<file path="config.mk">
export PLATFORM = sky130hd
export DESIGN_NAME = mult_control
export DESIGN_NICKNAME = d
export VERILOG_FILES = /design/src/rtl/mult_pkg.sv /design/src/rtl/mult_control.sv
export SDC_FILE = /design/constraint.sdc
export NUM_CORES = 1
export LEC_CHECK = 0
export CORE_AREA = 2 2 39 41
export CTS_BUF_LIST = sky130_fd_sc_hd__clkbuf_8
export CTS_CLUSTER_SIZE = 14
export DETAILED_ROUTE_END_ITERATION = 6
export DIE_AREA = 0 0 41 43
export GPL_ROUTABILITY_DRIVEN = 0
export GPL_TIMING_DRIVEN = 0
export PLACE_DENSITY_LB_ADDON = 0.12
export SLEW_MARGIN = 20
export SYNTH_ARGS = -nofsm -noshare
export SYNTH_HDL_FRONTEND = slang
export SYNTH_SLANG_ARGS = --single-unit
</file>
<file path="constraint.sdc">
create_clock -name Clk -period 4 [get_ports Clk]
set_input_delay 0.6 -clock Clk [delete_from_list [all_inputs] [get_ports Clk]]
set_output_delay 0.6 -clock Clk [all_outputs]
set_load 0.01 [all_outputs]
</file>
<file path="src/rtl/mult_pkg.sv">
// mult_pkg: shared state encoding and iteration-counter width for the add/shift multiplier controller
package mult_pkg;
  typedef enum logic [2:0] {IDLE, CLR, ADD, SHIFT, HOLD} state_t;
  localparam int N_BITS_DEF = 8;
  localparam int ITER_W = $clog2(N_BITS_DEF);
endpackage

</file>
<file path="src/rtl/mult_control.sv">
// mult_control: sequencer for a signed add/shift multiplier datapath (X:A:B)
module mult_control
  import mult_pkg::*;
#(
  parameter int N_BITS = N_BITS_DEF
) (
  input  logic Clk,
  input  logic Reset,
  input  logic Run,
  input  logic ClearA_LoadB,
  input  logic M,
  output logic Clr_Ld,
  output logic Clear_AX,
  output logic Add_En,
  output logic Sub_En,
  output logic Shift_En,
  output logic Done
);
  localparam int IW = $clog2(N_BITS);
  localparam logic [IW-1:0] LAST = IW'(N_BITS - 1);
  state_t state, state_n;
  logic [IW-1:0] iter, iter_n;
  logic last;
  assign last = iter == LAST;
  // state and iteration counter register; reset wins over everything
  always_ff @(posedge Clk) begin
    if (Reset) begin
      state <= IDLE;
      iter  <= '0;
    end else begin
      state <= state_n;
      iter  <= iter_n;
    end
  end
  // next-state and strobe decode; the final iteration subtracts (sign bit of the multiplier)
  always_comb begin
    state_n  = state;
    iter_n   = iter;
    Clr_Ld   = 1'b0;
    Clear_AX = 1'b0;
    Add_En   = 1'b0;
    Sub_En   = 1'b0;
    Shift_En = 1'b0;
    Done     = 1'b0;
    unique case (state)
      IDLE: begin
        Clr_Ld  = ClearA_LoadB & ~Run;
        state_n = Run ? CLR : IDLE;
        iter_n  = Run ? '0 : iter;
      end
      CLR: begin
        Clear_AX = 1'b1;
        state_n  = ADD;
      end
      ADD: begin
        Add_En  = M & ~last;
        Sub_En  = M & last;
        state_n = SHIFT;
      end
      SHIFT: begin
        Shift_En = 1'b1;
        state_n  = last ? HOLD : ADD;
        iter_n   = last ? iter : iter + IW'(1);
      end
      HOLD: begin
        Done    = 1'b1;
        state_n = Run ? HOLD : IDLE;
      end
      default: state_n = IDLE;
    endcase
  end
endmodule
</file>
Word-level counts from Yosys, hierarchy flattened. Cells that the tools add are included.

Input bits: 5. Word-level logic and storage cells: 31. Bits in registers: 6. Output and inout bits: 6.

Add/subtract/negate cells: 1. Bitwise operators: 5. Eq/ne operators: 7. Reduce and logical (&&, ||, !) cells: 3. Multiplexer cells: 13.

Operators with widths (count): one-hot mux 3 bit (5 select lines) (1); 2-to-1 mux 3 bit (4); 2-to-1 mux 1 bit (7); == test 3 x 2 -> 1 bit, second input constant (2); == test 3 bit, second input constant (2); one-hot mux 3 bit (2 select lines) (1); != test 2 bit, second input constant (2); adder 3 x 1 -> 3 bit, second input constant (1); bitwise AND 1 bit (3); == test 3 x 1 -> 1 bit, second input constant (1); logical NOT 3 bit (1); AND reduction 3 bit (1); inverter 1 bit (2); nonzero test 2 bit (1).

Longest topological paths before layout. Gate-level depths: netlist of the first run.

Depth in word-level cells: 4. Mapped depth: 5. Mapped depth without buffers: 5.

Least setup slack after synthesis of the first run. OpenSTA, ideal clock, no wires.

Kind: register to output. From: reg iter[0]. To: out Sub_En. Buffers on the path: 0. Required time: 3.400 ns. Arrival: 1.021 ns. Path slack: 2.379 ns. Stages on the path, launching flop included: 5. Cell sequence: dfxtp_1 ha_1 ha_1 inv_1 nor3_1.

Cells in the longest elaborated chain, start to end: 3.

Ends and longest elaborated chain: start, declared (RTL line mult_control.sv:22) `logic [IW-1:0] iter, iter_n;`; start signal, assigned (RTL line mult_control.sv:32) `iter <= iter_n;`; == test 3 bit (RTL line mult_control.sv:24) `assign last = iter == LAST;`; bitwise AND 1 bit (RTL line mult_control.sv:57) `Sub_En = M & last;`; 2-to-1 mux 1 bit (RTL line mult_control.sv:45) `unique case (state)`; end, declared (RTL line mult_control.sv:15) `output logic Sub_En,`.

No other way between the ends.

Worst setup path in the final report of the first run.
From: in Run. To: out Clr_Ld.

Cells in the longest elaborated chain, start to end: 3.

Ends and longest elaborated chain: start, declared (RTL line mult_control.sv:9) `input logic Run,`; inverter 1 bit (RTL line mult_control.sv:47) `Clr_Ld = ClearA_LoadB & ~Run;`; bitwise AND 1 bit (RTL line mult_control.sv:47); 2-to-1 mux 1 bit (RTL line mult_control.sv:45); end, declared (RTL line mult_control.sv:12) `output logic Clr_Ld,`.

No other way between the ends.

==> metrics.yaml, run 1 <==
run_status:
  status: "finished clean"
critical_path:
  crit_chain: "clkdlybuf4s50_1 > nor2_1 > and3_1 > clkdlybuf4s50_1"
  cp-startpoint: "Run"
  worst-setup-path-type: "input pin to output pin"
  cp_max_fo: 5
  cp_data_arrival_time_ps: 1860
  critPathMaxStageDelay_ps: 530
  start_kind: "input pin"
  critPathSlowestCell: "clkdlybuf4s50_1"
  path_delay_family: "buffers and inverters"
  crit_buf_inv: 2
  critPathRequiredTime_ps: 3400
  cp-end-kind: "output pin"
  crit-reg2reg-launch: "iter[0]"
  cp_common_cell: "clkdlybuf4s50_1"
cells_and_area:
  drive_gt1_frac: 0.1765
  instances_no_fill: 67
  most-common-layout-cells: "clkdlybuf4s50_1 (10), dfxtp_1 (6), nor2_1 (4)"
  final_common_cell: "clkdlybuf4s50_1"
  n_antenna_cell: 0
  post-route-util: 0.3680
  nets: 60
  num-fill-cells: 151
  syn_to_final_growth_pct: 46.40
floorplanning:
  ios: 11
  coreArea_um2: 1384
  initial_utilization: 0.2514
  dieArea_um2: 1763
  die_h_um: 43
  die_width_um: 41
  core.rowCount: 14
clock_network:
  cts_tree: "yes"
  post_cts_resized: 0
  clk_latency_ps: 230
  cts.sinks: 6
  cts-htree-levels: 1
  root_buffer: "clkbuf_8"
  ctsLongestPathBuffers: 2
  cts_hold_buffers: 0
  clkSlewWorstSetupHoldPaths_ps: 40
  cts_setup_buffers: 0
  cts_made_buffers: 3
logic_synthesis:
  synth.area.top_cells: "dfxtp_1 (35%), ha_1 (7.2%), a21oi_1 (4.3%)"
  syn_area_um2: 347.8
  synth_edf_count: 0
  synth_seq_area_share: 0.3453
  synthCells: 38
  ys_ff_latch: 6
  syn_avg_cell_area_um2: 9.154
  synthArstFlopShare: 0
  synth.top_cell.area_share: 0.3453
  synthFlopType: "dfxtp_1"
  synth_fp_nets: 45
  synth_area_leader_cell: "dfxtp_1"
  yosys_warnings: 0
  ys_types: 22
placement:
  dp_hpwl_um: 584.2
  placedCellCount: 64
  numPortBuffers: 10
sta:
  fmax_ghz: 0.4058
  fin_crit_sh: 0.6161
  rsz0062_at_grt: "no"
  setup_violations: 0
  timing.final.hold_violations: 0
  tightestPinTransition_ps: 269.9
  slew_headroom: 0.8199
  setup_tns_ps: 0
  drv_slew: 0
  skew_ps: 1.220
  period_minus_slack_ps: 2465
global_routing:
  grt_max_degree: 11
  grt_pass1_vias: 324
  antenna_found_initial: 0
  grt_pass1_wl_um: 1373
  track_usage: 0.1225
  overflow: 0
power:
  p_leak_nw: 0.1948
  total_power_mw: 0.1823
  vdd_drop_max_uv: 194.1
  power.density_nw_per_um2: 358.0
drt:
  routedWlPerCell_um: 12.06
  drc: 0
  vias: 332
  dr.pass1.iters: 3
  drt_iter0_drc: 3
  totalWireLength_um: 808
  ant_nets: 0
  avgViaCountPerCell: 4.955
min_path:
  hold_start: "iter[2]"
  hold_class: "flop to flop"
run:
  cap_violations: 0
per-stage QoR:
step | cell area, µm² | setup slack [ps] | hold WS, ps
2_1_floorplan | 347.8 | 2379 | 441.2
3_5_place_dp | 467.9 | 1528 | 476.5
6_report | 509.2 | 1536 | 477.3
5_1_grt | 509.2 | 1447 | 499.1
4_1_cts | 509.2 | 1519 | 482.0
3_3_place_gp | 467.9 | 1536 | 460.3
cells in the mapped netlist (all sizes together) (2+ instances only):
cell,n
nor3,2
o211ai,2
nand3,3
nor4,2
a21oi,3
and3,2
nor2,4
dfxtp,6
ha,2
buf,2
layout make-up:
class / count / area, µm² / area share
plain buffers: 2 / 16.27 / 0.03194
multi-input cells: 29 / 207.7 / 0.4079
repair buffers: 10 / 100.1 / 0.1966
well taps: 16 / 20.02 / 0.03931
inverters: 1 / 3.754 / 0.007371
flip-flops and latches: 6 / 120.1 / 0.2359
clock buffers: 3 / 41.29 / 0.08108
worst paths after layout:
check	endpoint	slack [ps]	cells past startpoint
worst min register to register	iter[2]	480	2
worst min-delay path	iter[2]	480	2
worst max register to register	iter[0]	2520	5
worst max-delay path	Clr_Ld	1540	4
metal layers:
metal / vias up / part of all wire / GRT usage
li1: 169 / - / -
met5: - / 0 / 0
met3: 2 / 0.066 / 0.07853
met2: 12 / 0.47 / 0.1625
met4: 0 / 0.019 / 0.08000
met1: 149 / 0.45 / 0.1383
cells by family (layout without fill, tap and decap cells):
kind of cell,Yosys count,after routing,synth area share
buf+inv,3,16,0.05753
compound gates,6,6,0.1115
fa+ha+maj,2,2,0.07193
simple gates,21,21,0.4137
flops,6,6,0.3453
state kept, by name, indices dropped and copies added, names as in the netlist:
signal,flops
iter,3
state,3
worst min-delay path, stage by stage, from the launching register on:
cell,delay (ps)
dfxtp_1,300
nand3_1,60
a21oi_1,60
report_power, final:
| part | internal (mW) | leakage (nW) | switching (mW) | total, mW |
|---|---|---|---|---|
| clock | 0.0649 | 0.0216 | 0.0285 | 0.0933 |
| combinational | 0.0140 | 0.124 | 0.0103 | 0.0244 |
| sequential | 0.0622 | 0.0488 | 0.00237 | 0.0646 |
| total | 0.141 | 0.195 | 0.0412 | 0.182 |
Note: power is estimated with default switching activity, not from simulation.
==> run 2: changes to the inputs <==
==> constraint.sdc (replaced) <==
create_clock -name Clk -period 2.1 [get_ports Clk]
set_input_delay 0.315 -clock Clk [delete_from_list [all_inputs] [get_ports Clk]]
set_output_delay 0.315 -clock Clk [all_outputs]
set_load 0.01 [all_outputs]
==> metrics.yaml, run 2 (synthesis results as in run 1) <==
floorplanning:
  ios: 11  # unchanged
  die_h_um: 43  # unchanged
  coreArea_um2: 1384  # unchanged
  dieArea_um2: 1763  # unchanged
  die_width_um: 41  # unchanged
  core.rowCount: 14  # unchanged
  initial_utilization: 0.2514  # unchanged
placement:
  dp_hpwl_um: 584.2  # unchanged
  numPortBuffers: 10  # unchanged
  placedCellCount: 64  # unchanged
  dp_slack_ps: 198.1  # -1330 ps
power:
  vdd_drop_max_uv: 369.6  # +90%
  power.density_nw_per_um2: 675.3  # +89%
  p_leak_nw: 0.2104  # +8.0%
clock_network:
  cts-htree-levels: 1  # unchanged
  clk_latency_ps: 230  # about the same
  cts_tree: "yes"
  cts.sinks: 6  # unchanged
  clkSlewWorstSetupHoldPaths_ps: 40  # about the same
  ctsLongestPathBuffers: 2  # unchanged
  root_buffer: "clkbuf_8"
  cts_made_buffers: 3  # unchanged
sta:
  slew_headroom: 0.8199  # about the same
  worst_slack_ps: 103.2  # -1432 ps
  fin_hold_ws_ps: 479.1  # +1.794 ps
  fin_crit_sh: 0.9509
  rsz0062_at_grt: "no"
  setup_violations: 0  # unchanged
  timing.final.hold_violations: 0  # unchanged
  drv_slew: 0  # unchanged
  setup_tns_ps: 0  # unchanged
  skew_ps: 1.210  # -0.01028 ps
  tightestPinTransition_ps: 269.8  # -0.06902 ps
  fmax_ghz: 0.5008
  period_minus_slack_ps: 1997
cells_and_area:
  n_antenna_cell: 0  # unchanged
  syn_to_final_growth_pct: 47.84
  most-common-layout-cells: "clkdlybuf4s50_1 (9), dfxtp_1 (6), nor2_1 (4)"
  drive_gt1_frac: 0.1961  # +0.01961
  final_common_cell: "clkdlybuf4s50_1"
  post-route-util: 0.3716  # +0.003616
  instances_no_fill: 67  # unchanged
  nets: 60  # unchanged
  top_regs: "iter (3), state (3)"
drt:
  avgViaCountPerCell: 4.955  # unchanged
  dr.pass1.iters: 3  # unchanged
  drt_iter0_drc: 3  # unchanged
  ant_nets: 0  # unchanged
  vias: 332  # unchanged
  routedWlPerCell_um: 12.07  # +0.12%
  drc: 0  # unchanged
  totalWireLength_um: 809  # +0.12%
critical_path:
  critPathRequiredTime_ps: 1780  # -1620 ps
  start_kind: "flop"
  cp-end-kind: "output pin"
  cp_max_fo: 5  # unchanged
  worst-setup-path-type: "flop to output pin"
  cp_data_arrival_time_ps: 1680  # -180 ps
global_routing:
  grt_pass1_vias: 324  # unchanged
  grt_pass1_wl_um: 1373  # unchanged
  overflow: 0  # unchanged
  antenna_found_initial: 0  # unchanged
  track_usage: 0.1225  # unchanged
  grt_max_degree: 11  # unchanged
run:
  cap_violations: 0  # unchanged
run_status:
  status: "finished clean"
min_path:
  hold_class: "flop to flop"
## run 2: cell types whose count changed in the layout (fill, tap and decap cells not counted)
cell / previous run / this run
ha_1: 2 / 1
dlymetal6s2s_1: 0 / 1
clkdlybuf4s50_1: 10 / 9
ha_2: 0 / 1
## run 2: path summary, 6_finish.rpt
| kind | start | end | slack (ps) | cells past startpoint |
|---|---|---|---|---|
| setup reg to reg | iter[0] | iter[0] | 680 | 5 |
| setup / recovery | iter[0] | Add_En | 100 | 4 |
| hold / removal | iter[1] | iter[1] | 480 | 2 |
| hold reg to reg | iter[1] | iter[1] | 480 | 2 |
## run 2: cell type report
| cell class | instances | area [µm²] |
|---|---|---|
| fill | 149 | 869.6 |
| timing repair buffer | 10 | 102.6 |
| inverter | 1 | 3.754 |
| sequential | 6 | 120.1 |
| tap | 16 | 20.02 |
| clock buffer | 3 | 41.29 |
| multi-input combinational | 29 | 210.2 |
| buffer | 2 | 16.27 |
## run 2: critical path, cell delays in order (launching register included)
cell	delay (ps)
dfxtp_1	320
ha_1	200
ha_2	210
nor3_1	170
clkdlybuf4s50_1	560
## run 2: metrics by stage
stage               area, µm²  power, mW
floorplan               347.8     0.1489
global placement        467.9     0.1711
detailed placement      467.9     0.1714
CTS                     511.7     0.3517
global route            514.2     0.3621
finish                  514.2     0.3473
## run 2: power breakdown
part | internal, mW | switching [mW] | leakage (nW)
combinational | 0.0267 | 0.0197 | 0.140
sequential | 0.119 | 0.00451 | 0.0488
clock | 0.124 | 0.0543 | 0.0216
total | 0.269 | 0.0785 | 0.210
## run 2: repair_timing
item,CTS,global route
setup buffers,0,0
resized for setup,1,1
hold buffers,0,0
endpoints found under the setup margin,1,1
## run 2: layer usage
| layer | wire (µm) | track usage | share of wire |
|---|---|---|---|
| met1 | 363 | 0.1383 | 0.45 |
| met2 | 377 | 0.1625 | 0.47 |
| met3 | 53 | 0.07853 | 0.066 |
| met4 | 15 | 0.08000 | 0.019 |
| met5 | 0 | 0 | 0 |
